--- src/rtl/psram_rdata_align_if.sv ---
// Read-data aligner bus: command, calibration, raw DQ capture and aligned
// read-beat signals. The controller/bench side uses master, the aligner
// uses slave.
interface psram_rdata_align_if #(
    parameter int BIT_WIDTH = 16,
    parameter int CHANNELS  = 2
);
    logic                            rd_start;
    logic [7:0]                      rd_len;
    logic [3:0]                      cfg_lat;
    logic                            cal_start;
    logic [2*BIT_WIDTH-1:0]          cal_pattern;
    logic [CHANNELS*BIT_WIDTH-1:0]   dq_in_hi;
    logic [CHANNELS*BIT_WIDTH-1:0]   dq_in_lo;
    logic [2*CHANNELS*BIT_WIDTH-1:0] rd_data;
    logic                            rd_valid;
    logic                            rd_last;
    logic                            busy;
    logic                            cal_valid;
    logic                            cal_fail;
    logic [4*CHANNELS-1:0]           cal_lat;

    modport master (
        output rd_start, rd_len, cfg_lat, cal_start, cal_pattern,
               dq_in_hi, dq_in_lo,
        input  rd_data, rd_valid, rd_last, busy, cal_valid, cal_fail, cal_lat
    );

    modport slave (
        input  rd_start, rd_len, cfg_lat, cal_start, cal_pattern,
               dq_in_hi, dq_in_lo,
        output rd_data, rd_valid, rd_last, busy, cal_valid, cal_fail, cal_lat
    );
endinterface

--- src/rtl/psram_rdata_align.sv ---
// Multi-channel PSRAM read-data aligner. Each channel captures its beats at
// its own latency into a small de-skew FIFO; beats leave all FIFOs together
// once every channel has one, so the output is aligned to the slowest
// channel. A calibration mode searches each channel's latency by matching a
// known first beat.
module psram_rdata_align #(
    parameter int BIT_WIDTH  = 16,
    parameter int CHANNELS   = 2,
    parameter int MAX_LAT    = 15,
    parameter int SKEW_DEPTH = 4
) (
    input  logic                ram_clk,
    input  logic                rst_n,
    psram_rdata_align_if.slave  bus
);
    localparam int DW = 2 * BIT_WIDTH;
    localparam int PW = (SKEW_DEPTH > 1) ? $clog2(SKEW_DEPTH) : 1;
    localparam int CW = $clog2(SKEW_DEPTH + 1);
    localparam logic [3:0]    LAT_TOP  = 4'(MAX_LAT);
    localparam logic [3:0]    SKEW_MAX = 4'(SKEW_DEPTH - 1);
    localparam logic [PW-1:0] PTR_LAST = PW'(SKEW_DEPTH - 1);

    typedef enum logic [1:0] {IDLE, CAL_ARM, CAL_RUN, RD_RUN} state_t;

    state_t          state_q;
    logic [3:0]      k_q;                 // edge index since edge 0, saturating
    logic [7:0]      len_q;
    logic [7:0]      popped_q;
    logic [7:0]      pushed_q   [CHANNELS];
    logic [3:0]      lat_q      [CHANNELS];
    logic [PW-1:0]   wr_ptr_q   [CHANNELS];
    logic [PW-1:0]   rd_ptr_q   [CHANNELS];
    logic [CW-1:0]   cnt_q      [CHANNELS];
    logic [DW-1:0]   mem        [CHANNELS][SKEW_DEPTH];
    logic [CHANNELS-1:0] matched_q;
    logic [3:0]      match_lat_q [CHANNELS];

    logic [2*CHANNELS*BIT_WIDTH-1:0] rd_data_q;
    logic            rd_valid_q, rd_last_q, busy_q, cal_valid_q, cal_fail_q;
    logic [4*CHANNELS-1:0] cal_lat_q;

    logic [DW-1:0]   dq_beat  [CHANNELS];
    logic [DW-1:0]   out_beat [CHANNELS];
    logic [3:0]      eff_lat  [CHANNELS];
    logic [3:0]      hit_lat  [CHANNELS];
    logic [CHANNELS-1:0] push, avail, wr_en, rd_en, hit_next;
    logic            pop;
    logic [3:0]      lat_max, lat_min;
    logic            all_hit, skew_ok, cal_done;

    function automatic logic [PW-1:0] ptr_inc(input logic [PW-1:0] p);
        return (p == PTR_LAST) ? '0 : p + PW'(1);
    endfunction

    assign bus.rd_data   = rd_data_q;
    assign bus.rd_valid  = rd_valid_q;
    assign bus.rd_last   = rd_last_q;
    assign bus.busy      = busy_q;
    assign bus.cal_valid = cal_valid_q;
    assign bus.cal_fail  = cal_fail_q;
    assign bus.cal_lat   = cal_lat_q;

    // Per-channel captured beat and the latency a new read would use.
    always_comb begin
        for (int c = 0; c < CHANNELS; c++) begin
            dq_beat[c] = {bus.dq_in_hi[c*BIT_WIDTH +: BIT_WIDTH],
                          bus.dq_in_lo[c*BIT_WIDTH +: BIT_WIDTH]};
            if (cal_valid_q)
                eff_lat[c] = cal_lat_q[c*4 +: 4];
            else
                eff_lat[c] = (bus.cfg_lat == 4'd0) ? 4'd1 : bus.cfg_lat;
            if (eff_lat[c] > LAT_TOP)
                eff_lat[c] = LAT_TOP;
        end
    end

    // FIFO push/pop: a channel whose FIFO is empty but is capturing this edge
    // passes its beat straight through, so equal latencies cost no extra cycle.
    always_comb begin
        // NOTE: every signal written here gets a value on every path first,
        // otherwise synthesis infers a latch to hold the old value.
        push  = '0;
        avail = '0;
        wr_en = '0;
        rd_en = '0;
        for (int c = 0; c < CHANNELS; c++) begin
            push[c]  = (state_q == RD_RUN) && (k_q >= lat_q[c]) && (pushed_q[c] != len_q);
            avail[c] = (cnt_q[c] != '0) || push[c];
        end
        pop = (state_q == RD_RUN) && (&avail) && (popped_q != len_q);
        for (int c = 0; c < CHANNELS; c++) begin
            out_beat[c] = (cnt_q[c] != '0) ? mem[c][rd_ptr_q[c]] : dq_beat[c];
            rd_en[c]    = pop && (cnt_q[c] != '0);
            wr_en[c]    = push[c] && !(pop && (cnt_q[c] == '0));
        end
    end

    // Calibration search: first matching edge per channel and spread check.
    always_comb begin
        for (int c = 0; c < CHANNELS; c++) begin
            hit_next[c] = matched_q[c] || (dq_beat[c] == bus.cal_pattern);
            hit_lat[c]  = matched_q[c] ? match_lat_q[c] : k_q;
        end
        lat_max = hit_lat[0];
        lat_min = hit_lat[0];
        for (int c = 1; c < CHANNELS; c++) begin
            if (hit_lat[c] > lat_max) lat_max = hit_lat[c];
            if (hit_lat[c] < lat_min) lat_min = hit_lat[c];
        end
        all_hit  = &hit_next;
        skew_ok  = (lat_max - lat_min) <= SKEW_MAX;
        cal_done = (state_q == CAL_RUN) && (all_hit || (k_q == LAT_TOP));
    end

    // De-skew FIFO storage.
    always_ff @(posedge ram_clk) begin
        // NOTE: storage is deliberately not reset; the reset pointers and
        // counts guarantee no stale entry is ever read.
        for (int c = 0; c < CHANNELS; c++)
            if (wr_en[c])
                mem[c][wr_ptr_q[c]] <= dq_beat[c];
    end

    // Control FSM, counters, FIFO pointers and registered outputs.
    always_ff @(posedge ram_clk or negedge rst_n) begin
        if (!rst_n) begin
            // NOTE: sequential state uses non-blocking assignments so every
            // register samples pre-edge values regardless of statement order.
            state_q     <= IDLE;
            k_q         <= '0;
            len_q       <= '0;
            popped_q    <= '0;
            matched_q   <= '0;
            rd_data_q   <= '0;
            rd_valid_q  <= 1'b0;
            rd_last_q   <= 1'b0;
            busy_q      <= 1'b0;
            cal_valid_q <= 1'b0;
            cal_fail_q  <= 1'b0;
            cal_lat_q   <= '0;
            for (int c = 0; c < CHANNELS; c++) begin
                pushed_q[c]    <= '0;
                lat_q[c]       <= '0;
                wr_ptr_q[c]    <= '0;
                rd_ptr_q[c]    <= '0;
                cnt_q[c]       <= '0;
                match_lat_q[c] <= '0;
            end
        end else begin
            rd_valid_q <= 1'b0;
            rd_last_q  <= 1'b0;
            case (state_q)
                IDLE: begin
                    // The cycle carrying rd_last is already IDLE but still
                    // busy; commands are only taken once busy has dropped.
                    if (busy_q) begin
                        busy_q <= 1'b0;
                    end else if (bus.cal_start) begin
                        state_q    <= CAL_ARM;
                        busy_q     <= 1'b1;
                        cal_fail_q <= 1'b0;
                    end else if (bus.rd_start && (bus.rd_len != 8'd0)) begin
                        state_q  <= RD_RUN;
                        busy_q   <= 1'b1;
                        k_q      <= 4'd1;
                        len_q    <= bus.rd_len;
                        popped_q <= '0;
                        for (int c = 0; c < CHANNELS; c++) begin
                            pushed_q[c] <= '0;
                            lat_q[c]    <= eff_lat[c];
                            wr_ptr_q[c] <= '0;
                            rd_ptr_q[c] <= '0;
                            cnt_q[c]    <= '0;
                        end
                    end
                end
                CAL_ARM: begin
                    if (bus.rd_start) begin
                        state_q   <= CAL_RUN;
                        k_q       <= 4'd1;
                        matched_q <= '0;
                    end
                end
                CAL_RUN: begin
                    matched_q <= hit_next;
                    for (int c = 0; c < CHANNELS; c++)
                        match_lat_q[c] <= hit_lat[c];
                    if (k_q != LAT_TOP)
                        k_q <= k_q + 4'd1;
                    if (cal_done) begin
                        state_q <= IDLE;
                        busy_q  <= 1'b0;
                        if (all_hit && skew_ok) begin
                            for (int c = 0; c < CHANNELS; c++)
                                cal_lat_q[c*4 +: 4] <= hit_lat[c];
                            cal_valid_q <= 1'b1;
                            cal_fail_q  <= 1'b0;
                        end else begin
                            cal_fail_q <= 1'b1;
                        end
                    end
                end
                RD_RUN: begin
                    if (k_q != LAT_TOP)
                        k_q <= k_q + 4'd1;
                    for (int c = 0; c < CHANNELS; c++) begin
                        if (push[c])
                            pushed_q[c] <= pushed_q[c] + 8'd1;
                        if (wr_en[c])
                            wr_ptr_q[c] <= ptr_inc(wr_ptr_q[c]);
                        if (rd_en[c])
                            rd_ptr_q[c] <= ptr_inc(rd_ptr_q[c]);
                        case ({wr_en[c], rd_en[c]})
                            2'b10:   cnt_q[c] <= cnt_q[c] + CW'(1);
                            2'b01:   cnt_q[c] <= cnt_q[c] - CW'(1);
                            default: cnt_q[c] <= cnt_q[c];
                        endcase
                    end
                    if (pop) begin
                        for (int c = 0; c < CHANNELS; c++)
                            rd_data_q[c*DW +: DW] <= out_beat[c];
                        rd_valid_q <= 1'b1;
                        popped_q   <= popped_q + 8'd1;
                        if (popped_q == len_q - 8'd1) begin
                            rd_last_q <= 1'b1;
                            state_q   <= IDLE;
                        end
                    end
                end
                default: state_q <= IDLE;
            endcase
        end
    end
endmodule

--- src/flat_wrapper.sv ---
// flat-port wrapper written by rule: the top's interface ports become plain ports
module psram_rdata_align_flat 
#(
    parameter int BIT_WIDTH  = 16,
    parameter int CHANNELS   = 2,
    parameter int MAX_LAT    = 15,
    parameter int SKEW_DEPTH = 4
)
  (ram_clk, rst_n, bus_rd_start, bus_rd_len, bus_cfg_lat, bus_cal_start, bus_cal_pattern, bus_dq_in_hi, bus_dq_in_lo, bus_rd_data, bus_rd_valid, bus_rd_last, bus_busy, bus_cal_valid, bus_cal_fail, bus_cal_lat);
  psram_rdata_align_if #(.BIT_WIDTH(BIT_WIDTH), .CHANNELS(CHANNELS)) bus_i ();
  input  logic ram_clk;
  input  logic rst_n;
  input wire logic [$bits(bus_i.rd_start)-1:0] bus_rd_start;
  input wire logic [$bits(bus_i.rd_len)-1:0] bus_rd_len;
  input wire logic [$bits(bus_i.cfg_lat)-1:0] bus_cfg_lat;
  input wire logic [$bits(bus_i.cal_start)-1:0] bus_cal_start;
  input wire logic [$bits(bus_i.cal_pattern)-1:0] bus_cal_pattern;
  input wire logic [$bits(bus_i.dq_in_hi)-1:0] bus_dq_in_hi;
  input wire logic [$bits(bus_i.dq_in_lo)-1:0] bus_dq_in_lo;
  output wire logic [$bits(bus_i.rd_data)-1:0] bus_rd_data;
  output wire logic [$bits(bus_i.rd_valid)-1:0] bus_rd_valid;
  output wire logic [$bits(bus_i.rd_last)-1:0] bus_rd_last;
  output wire logic [$bits(bus_i.busy)-1:0] bus_busy;
  output wire logic [$bits(bus_i.cal_valid)-1:0] bus_cal_valid;
  output wire logic [$bits(bus_i.cal_fail)-1:0] bus_cal_fail;
  output wire logic [$bits(bus_i.cal_lat)-1:0] bus_cal_lat;
  assign bus_i.rd_start = bus_rd_start;
  assign bus_i.rd_len = bus_rd_len;
  assign bus_i.cfg_lat = bus_cfg_lat;
  assign bus_i.cal_start = bus_cal_start;
  assign bus_i.cal_pattern = bus_cal_pattern;
  assign bus_i.dq_in_hi = bus_dq_in_hi;
  assign bus_i.dq_in_lo = bus_dq_in_lo;
  assign bus_rd_data = bus_i.rd_data;
  assign bus_rd_valid = bus_i.rd_valid;
  assign bus_rd_last = bus_i.rd_last;
  assign bus_busy = bus_i.busy;
  assign bus_cal_valid = bus_i.cal_valid;
  assign bus_cal_fail = bus_i.cal_fail;
  assign bus_cal_lat = bus_i.cal_lat;
  psram_rdata_align #(.BIT_WIDTH(BIT_WIDTH), .CHANNELS(CHANNELS), .MAX_LAT(MAX_LAT), .SKEW_DEPTH(SKEW_DEPTH)) u_core (.ram_clk(ram_clk), .rst_n(rst_n), .bus(bus_i));
endmodule
--- config.mk ---
export PLATFORM = sky130hd
export DESIGN_NAME = psram_rdata_align_flat
export DESIGN_NICKNAME = d
export VERILOG_FILES = /design/src/rtl/psram_rdata_align_if.sv /design/src/rtl/psram_rdata_align.sv /design/src/flat_wrapper.sv
export SDC_FILE = /design/constraint.sdc
export NUM_CORES = 1
export LEC_CHECK = 0
export CORE_MARGIN = 5
export CORE_UTILIZATION = 60
export DETAILED_ROUTE_END_ITERATION = 7
export GPL_ROUTABILITY_DRIVEN = 0
export GPL_TIMING_DRIVEN = 1
export PLACE_DENSITY_LB_ADDON = 0.05
export SLEW_MARGIN = 20
export SYNTH_ARGS = -nofsm -noshare
export SYNTH_HDL_FRONTEND = slang
export SYNTH_SLANG_ARGS = --single-unit
--- constraint.sdc ---
create_clock -name ram_clk -period 5.5 [get_ports ram_clk]
set_input_delay 1.1 -clock ram_clk [delete_from_list [all_inputs] [get_ports ram_clk]]
set_output_delay 1.1 -clock ram_clk [all_outputs]
set_load 0.1 [all_outputs]
# == Word level (Yosys, flattened, before mapping) ==
# Memories as Yosys holds them, arrays and structs flattened.
# Index checks and enable logic that the tools add are counted.
# W data, S select, Z words.
# op_classes
add_sub_neg,14
n_lt_le_gt_ge,13
eq_ne,37
mux,86
n_bitwise,6
n_reduce_logical,54
# op_table
cell,count
$mux W128,2
$mux W32,8
$bmux W32 S2,2
$demux W32 S2,2
$mux W4,17
$eq A32 B32 Y1,2
$reduce_and A5 Y1,10
$mux W16,3
$mux W8,6
$mux W2,16
$pmux W16 S2,1
$add A8 B1 Y8 const B,3
$ne A8 B8 Y1,3
$ne A2 B1 Y1 const B,10
$mux W6,3
$logic_and A1 B1 Y1,17
$eq A2 B2 Y1 const B,8
$pmux W4 S2,2
$pmux W8 S2,1
$mux W1,15
$ge A3 B3 Y1 const B,4
$not A2 Y3,4
$pmux W3 S2,2
$pmux W4 S3,1
other kinds (37),68
# word_totals
register_bits,147
ramBits,256
input_bits,112
memories,1
# mem_list
name,words,word_bits,rd,rd_ports_with_merged_regs,wr,line_no,source
u_core.mem,2,128,2,0,2,psram_rdata_align.sv:34,logic [DW-1:0] mem [CHANNELS][SKEW_DEPTH];

# == Logic depth before layout (Yosys ltp) ==
# depth
word_depth,13
mapped_depth,17
depth_no_buf,16

# == Worst setup path after synthesis ==
# OpenSTA, ideal clock, no wires.
# synth_timing
path_type,register to register
start,reg u_core.k_q[0]
end,"mem u_core.mem[0][0] (netlist bit), enable pin"
arrival_time_ns,2.830
required_time_ns,5.108
path_slack_ns,2.278
path_stages_with_launch,12
period_less_slack_ns,3.222
cell_sequence,dfrtp_1 > inv_1 > ha_1 > nand2b_1 > a211oi_1 > o21bai_1 > and2_1 > buf_6 > o221ai_4 > inv_2 > a21oi_2 > and2_1
# synth_rtl
element,line_no,source
"start, declared",psram_rdata_align.sv:26,logic [3:0] k_q;
"start signal, assigned",psram_rdata_align.sv:189,k_q <= k_q + 4'd1;
"start signal, assigned",psram_rdata_align.sv:205,k_q <= k_q + 4'd1;
"end, declared",psram_rdata_align.sv:34,

# == Worst setup path in the final report ==
# layout_timing
start,reg u_core.k_q[0]
end,reg u_core.cnt_q[5] (netlist bit)
# layout_via
elab_chain_cells,13
word_cells_on_any_way,21
cone_classes,order compare: 2; eq/ne: 3; mux: 2; reduce/logical: 14
# layout_lines
element,line_no,source
$ge A4 B4 Y1,psram_rdata_align.sv:87,push[c] = (state_q == RD_RUN) && (k_q >= lat_q[c]) && (pushed_q[c] != len_q);
$logic_and A1 B1 Y1 (2 in a row),psram_rdata_align.sv:87,
$logic_or A1 B1 Y1,psram_rdata_align.sv:88,avail[c] = (cnt_q[c] != '0) || push[c];
$reduce_and A2 Y1,psram_rdata_align.sv:90,pop = (state_q == RD_RUN) && (&avail) && (popped_q != len_q);
$logic_and A1 B1 Y1 (2 in a row),psram_rdata_align.sv:90,
$logic_and A1 B1 Y1,psram_rdata_align.sv:94,wr_en[c] = push[c] && !(pop && (cnt_q[c] == '0));
$logic_not A1 Y1,psram_rdata_align.sv:94,
$logic_and A1 B1 Y1,psram_rdata_align.sv:94,
$eq A2 B1 Y1 / $eq A2 B2 Y1 (equally long branches),psram_rdata_align.sv:213,"case ({wr_en[c], rd_en[c]})"
$pmux W3 S2 / $ne A3 B3 Y1 (equally long branches),n/a,
$pmux W6 S2 / $reduce_and A5 Y1 (equally long branches),n/a,
"end signal, assigned by index",psram_rdata_align.sv:214,2'b10: cnt_q[c] <= cnt_q[c] + CW'(1);
"end signal, assigned by index",psram_rdata_align.sv:215,2'b01: cnt_q[c] <= cnt_q[c] - CW'(1);
"end signal, assigned by index",psram_rdata_align.sv:216,default: cnt_q[c] <= cnt_q[c];
"end, declared",psram_rdata_align.sv:33,logic [CW-1:0] cnt_q [CHANNELS];
# Parallel ways exist; a longest one is shown, timed or not.
# A chain may end at the register's enable or synchronous reset.

==> flow_summary_export.csv <==
group,metric,value,unit
setup_path,worstSetupPathType,"reg -> reg",
synthesis,synth_nets,1417,
synthesis,synth_area_leaders,"edfxtp_1 (43%), dfrtp_1 (21%), mux4_2 (8.1%)",
worst_hold_path,hp-start,"u_core.match_lat_q[7]",
cells_and_area,drive_gt1_frac,0.116,
clocking,root_buffer,"clkbuf_16",
placement,pre_cts_slack,1.16,ns
synthesis,ys_seq_area_frac,0.642,
grt,grt_antenna_before_repair,9,
pwr,switchingPower,0.00514,W
placement,io_buffers,188,
setup_path,max_stage_delay,0.47,ns
sta,fin_ws,1.58,ns
setup_path,crit_chain,"inv_1 -> ha_1 -> nand2b_1 -> a211oi_1 -> o21bai_1 -> and2_1 -> o221ai_4 -> clkinv_2 -> a21oi_2 -> inv_1 -> ha_1 -> fa_1 -> xnor2_1 -> nor2_1 -> xnor2_1 -> o21ai_0",
pwr,p_per_area,582,nW/um^2
synthesis,ys_warn_count,0,
sta,fmax,0.255,GHz
pwr,leakage,7.81,nW
setup_path,crit_cells,16,
floorplan,die_w,182,um
floorplan,rows,63,
synthesis,syn_area_per_cell,13.9,sq um
synthesis,ys_ff_latch,403,
floorplan,io_pins,189,
floorplan,core,29400,sq um
setup_path,start_kind,"register",
clocking,htreeDepth,2,
setup_path,cp_num_buf_inv,3,
worst_hold_path,hold_class,"reg -> reg",
grt,grt_usage,0.266,
cells_and_area,fillCellCount,1957,
setup_path,r2r-end,"u_core.cnt_q[5]",
clocking,cts_buffer_depth,3,
setup_path,critPathRequiredTime,5.90,ns
status,outcome,"finished clean",
synthesis,synth_area,17700,sq um
synthesis,syn_inst,1273,
grt,overflow,0,
setup_path,r2r_setup_slack,1.58,ns
clocking,cts_resized,0,
cells_and_area,multi_input_area,5870,sq um
pwr,pwr-share-comb,0.403,
job,drv_cap,0,
pwr,irDropWorstVdd,0.536,mV
grt,grt_max_degree,84,
sta,slew_headroom,0.299,
route,drt-initial-drc-count,942,
clocking,cts_made_buffers,43,
pwr,seqPwrFrac,0.357,
setup_path,crit_family,"compound AO/OA/AOI/OAI gates",
sta,finalCritPeriodShare,0.713,
synthesis,synth_edf_count,256,
route,routed_wl,43.3,mm
setup_path,arrival,4.32,ns
pwr,clkPwrFrac,0.240,
floorplan,start_util,0.602,
sta,finalSetupTns,0,ns
clocking,clk_pin_slew,0.07,ns
clocking,ctsHoldBuffers,0,
sta,slew_viol_final,0,
setup_path,rr_startpoint,"u_core.k_q[0]",
route,vias_per_cell,6.03,
route,antenna_left,0,
synthesis,ys.flop_type,"edfxtp_1",
clocking,post_cts_buffers,0,
cells_and_area,seq_area,11400,sq um
floorplan,die_area,33100,sq um
sta,rsz0062_at_grt,"false",
synthesis,ys_async_sr_fraction,0.365,
clocking,cts_tree,"yes",
setup_path,crit_slowest_cell,"o221ai_4",
pwr,switching_share,0.413,
sta,finalClockSkew,0.0153,ns
synthesis,synth_top_cell_area_share,0.434,
setup_path,reg2reg_depth,16,
grt,grt_pass1_vias,11761,
synthesis,netlist-cell-type-count,55,
clocking,clk_latency,0.53,ns
setup_path,crit_fanout,12,
cells_and_area,final_net_count,1600,
sta,finalHoldViolations,0,
route,wl_per_cell,22.9,um
worst_hold_path,min_path_cells,2,
cells_and_area,syn_to_final_growth,20.6,%
floorplan,die_height,182,um
placement,dp_hpwl,28.4,mm
sta,worstMarginPinSlew,1.04,ns
synthesis,synth_top_cell_by_area,"edfxtp_1",
route,drc_errors,0,
clocking,clock-sinks,403,
route,vias,11386,
route,first_pass_iters,5,
worst_hold_path,hold_end,"u_core.match_lat_q[7]",
pwr,p_int,0.00730,W
sta,setup_violations,0,
sta,period_needed,3.92,ns
setup_path,endpoint_kind,"register",
grt,grt_pass1_wl,68.6,mm
## power by group through the flow
stage	Clock [W]	Sequential (W)	Combinational [W]
after CTS	0.00302	0.00444	0.00504
after detailed placement	0	0.00449	0.00500
final	0.00298	0.00444	0.00501
after global routing	0.00316	0.00453	0.00538
after global placement	0	0.00447	0.00492
after floorplan	0	0.00582	0.00234
## worst max-delay path by stage
stage	start	end	slack, ns
3_5_place_dp	bus_dq_in_lo[1]	u_core.bus.cal_lat[5]	1.16
6_report	u_core.k_q[0]	u_core.cnt_q[5]	1.58
5_1_grt	u_core.k_q[0]	u_core.cnt_q[5]	1.24
4_1_cts	u_core.k_q[0]	u_core.cnt_q[5]	1.59
3_3_place_gp	bus_dq_in_lo[1]	u_core.bus.cal_lat[5]	1.16
2_1_floorplan	u_core.k_q[0]	u_core.mem[0][0]	2.28
## worst register-to-register path, cell delays in order (launching register included)
cell	delay [ns]
dfrtp_1	0.46
inv_1	0.12
ha_1	0.28
nand2b_1	0.14
a211oi_1	0.23
o21bai_1	0.18
and2_1	0.35
o221ai_4	0.47
clkinv_2	0.13
a21oi_2	0.29
inv_1	0.08
ha_1	0.24
fa_1	0.39
xnor2_1	0.14
nor2_1	0.12
xnor2_1	0.12
o21ai_0	0.08
## sequential cells by signal (all words and copies together), names as in the netlist, 6 cells and up
name / flops
u_core.len_q: 8
u_core.match_lat_q: 8
u_core.lat_q: 8
u_core.mem: 256
u_core.pushed_q: 16
u_core.popped_q: 8
u_core.bus.cal_lat: 8
u_core.bus.rd_data: 64
u_core.cnt_q: 6
## cell usage after synthesis, drive strengths merged (2+ instances only)
cell,instances
buf,35
a211oi,8
edfxtp,256
a31oi,33
a22o,2
nand4,28
inv,26
mux2,10
nor2,97
and3,8
xnor2,79
a21boi,3
nand2,145
dfrtp,147
nand2b,5
o21ai,24
mux2i,21
a311oi,2
xor2,28
nor4,14
mux4,64
o221ai,2
a21o,2
a21oi,55
or3,5
nor2b,7
nor3,14
clkbuf,35
o31ai,3
nand3,18
o22ai,36
o211ai,2
ha,30
and2,16
fa,2
## placed cells by master (no fill, tap or decap), drive strengths merged, types with 5 or more instances in the layout
master / n
edfxtp: 256
clkdlybuf4s50: 187
dfrtp: 147
nand2: 145
nor2: 97
xnor2: 79
mux4: 64
a21oi: 55
clkbuf: 55
o22ai: 36
a31oi: 33
ha: 30
xor2: 28
nand4: 28
inv: 27
o21ai: 24
mux2i: 21
buf: 21
nand3: 18
and2: 16
clkinv: 16
nor4: 14
nor3: 14
mux2: 10
diode: 8
and3: 8
a211oi: 8
nor2b: 7
bufinv: 6
nand2b: 5
or3: 5
## routing by layer
layer	routed length (um)	vias up	global-route usage
met5	11	-	0
met4	1130	2	0.0868
met3	3470	71	0.0599
met2	20900	431	0.423
met1	17700	5773	0.372
li1	-	5109	-
## cells by family (layout without fill, tap and decap cells)
logic type,after synthesis,after routing,share of synthesized area
DFF,403,403,0.642
and+or+nand+nor,359,359,0.0904
AOI/OAI and AO/OA,181,181,0.0632
xor gates and xnor gates,107,107,0.0529
buffers and inverters,96,314,0.0278
muxes,95,95,0.101
adders and majority gates,32,32,0.0234
other,0,8,0
## per-stage QoR
step | std cells | utilization | power (W) | area [sq um] | hold slack, ns
after floorplan | 1273 | - | 0.00817 | 17700 | 0.440
after global placement | 1801 | 0.676 | 0.00938 | 19900 | 0.452
after detailed placement | 1801 | 0.676 | 0.00949 | 19900 | 0.467
after CTS | 1881 | 0.726 | 0.0125 | 21300 | 0.481
after global routing | 1889 | 0.727 | 0.0131 | 21400 | 0.504
final | 1889 | 0.727 | 0.0124 | 21400 | 0.479
## cell type report
cell class | count | area share
Multi-Input combinational cell | 774 | 0.275
Antenna cell | 8 | 0.000937
Clock inverter | 25 | 0.0136
Inverter | 26 | 0.00463
Clock buffer | 55 | 0.0558
Sequential cell | 403 | 0.532
Tap cell | 390 | 0.0228
Timing Repair Buffer | 208 | 0.0952
Power figures use the tool's default switching activity.
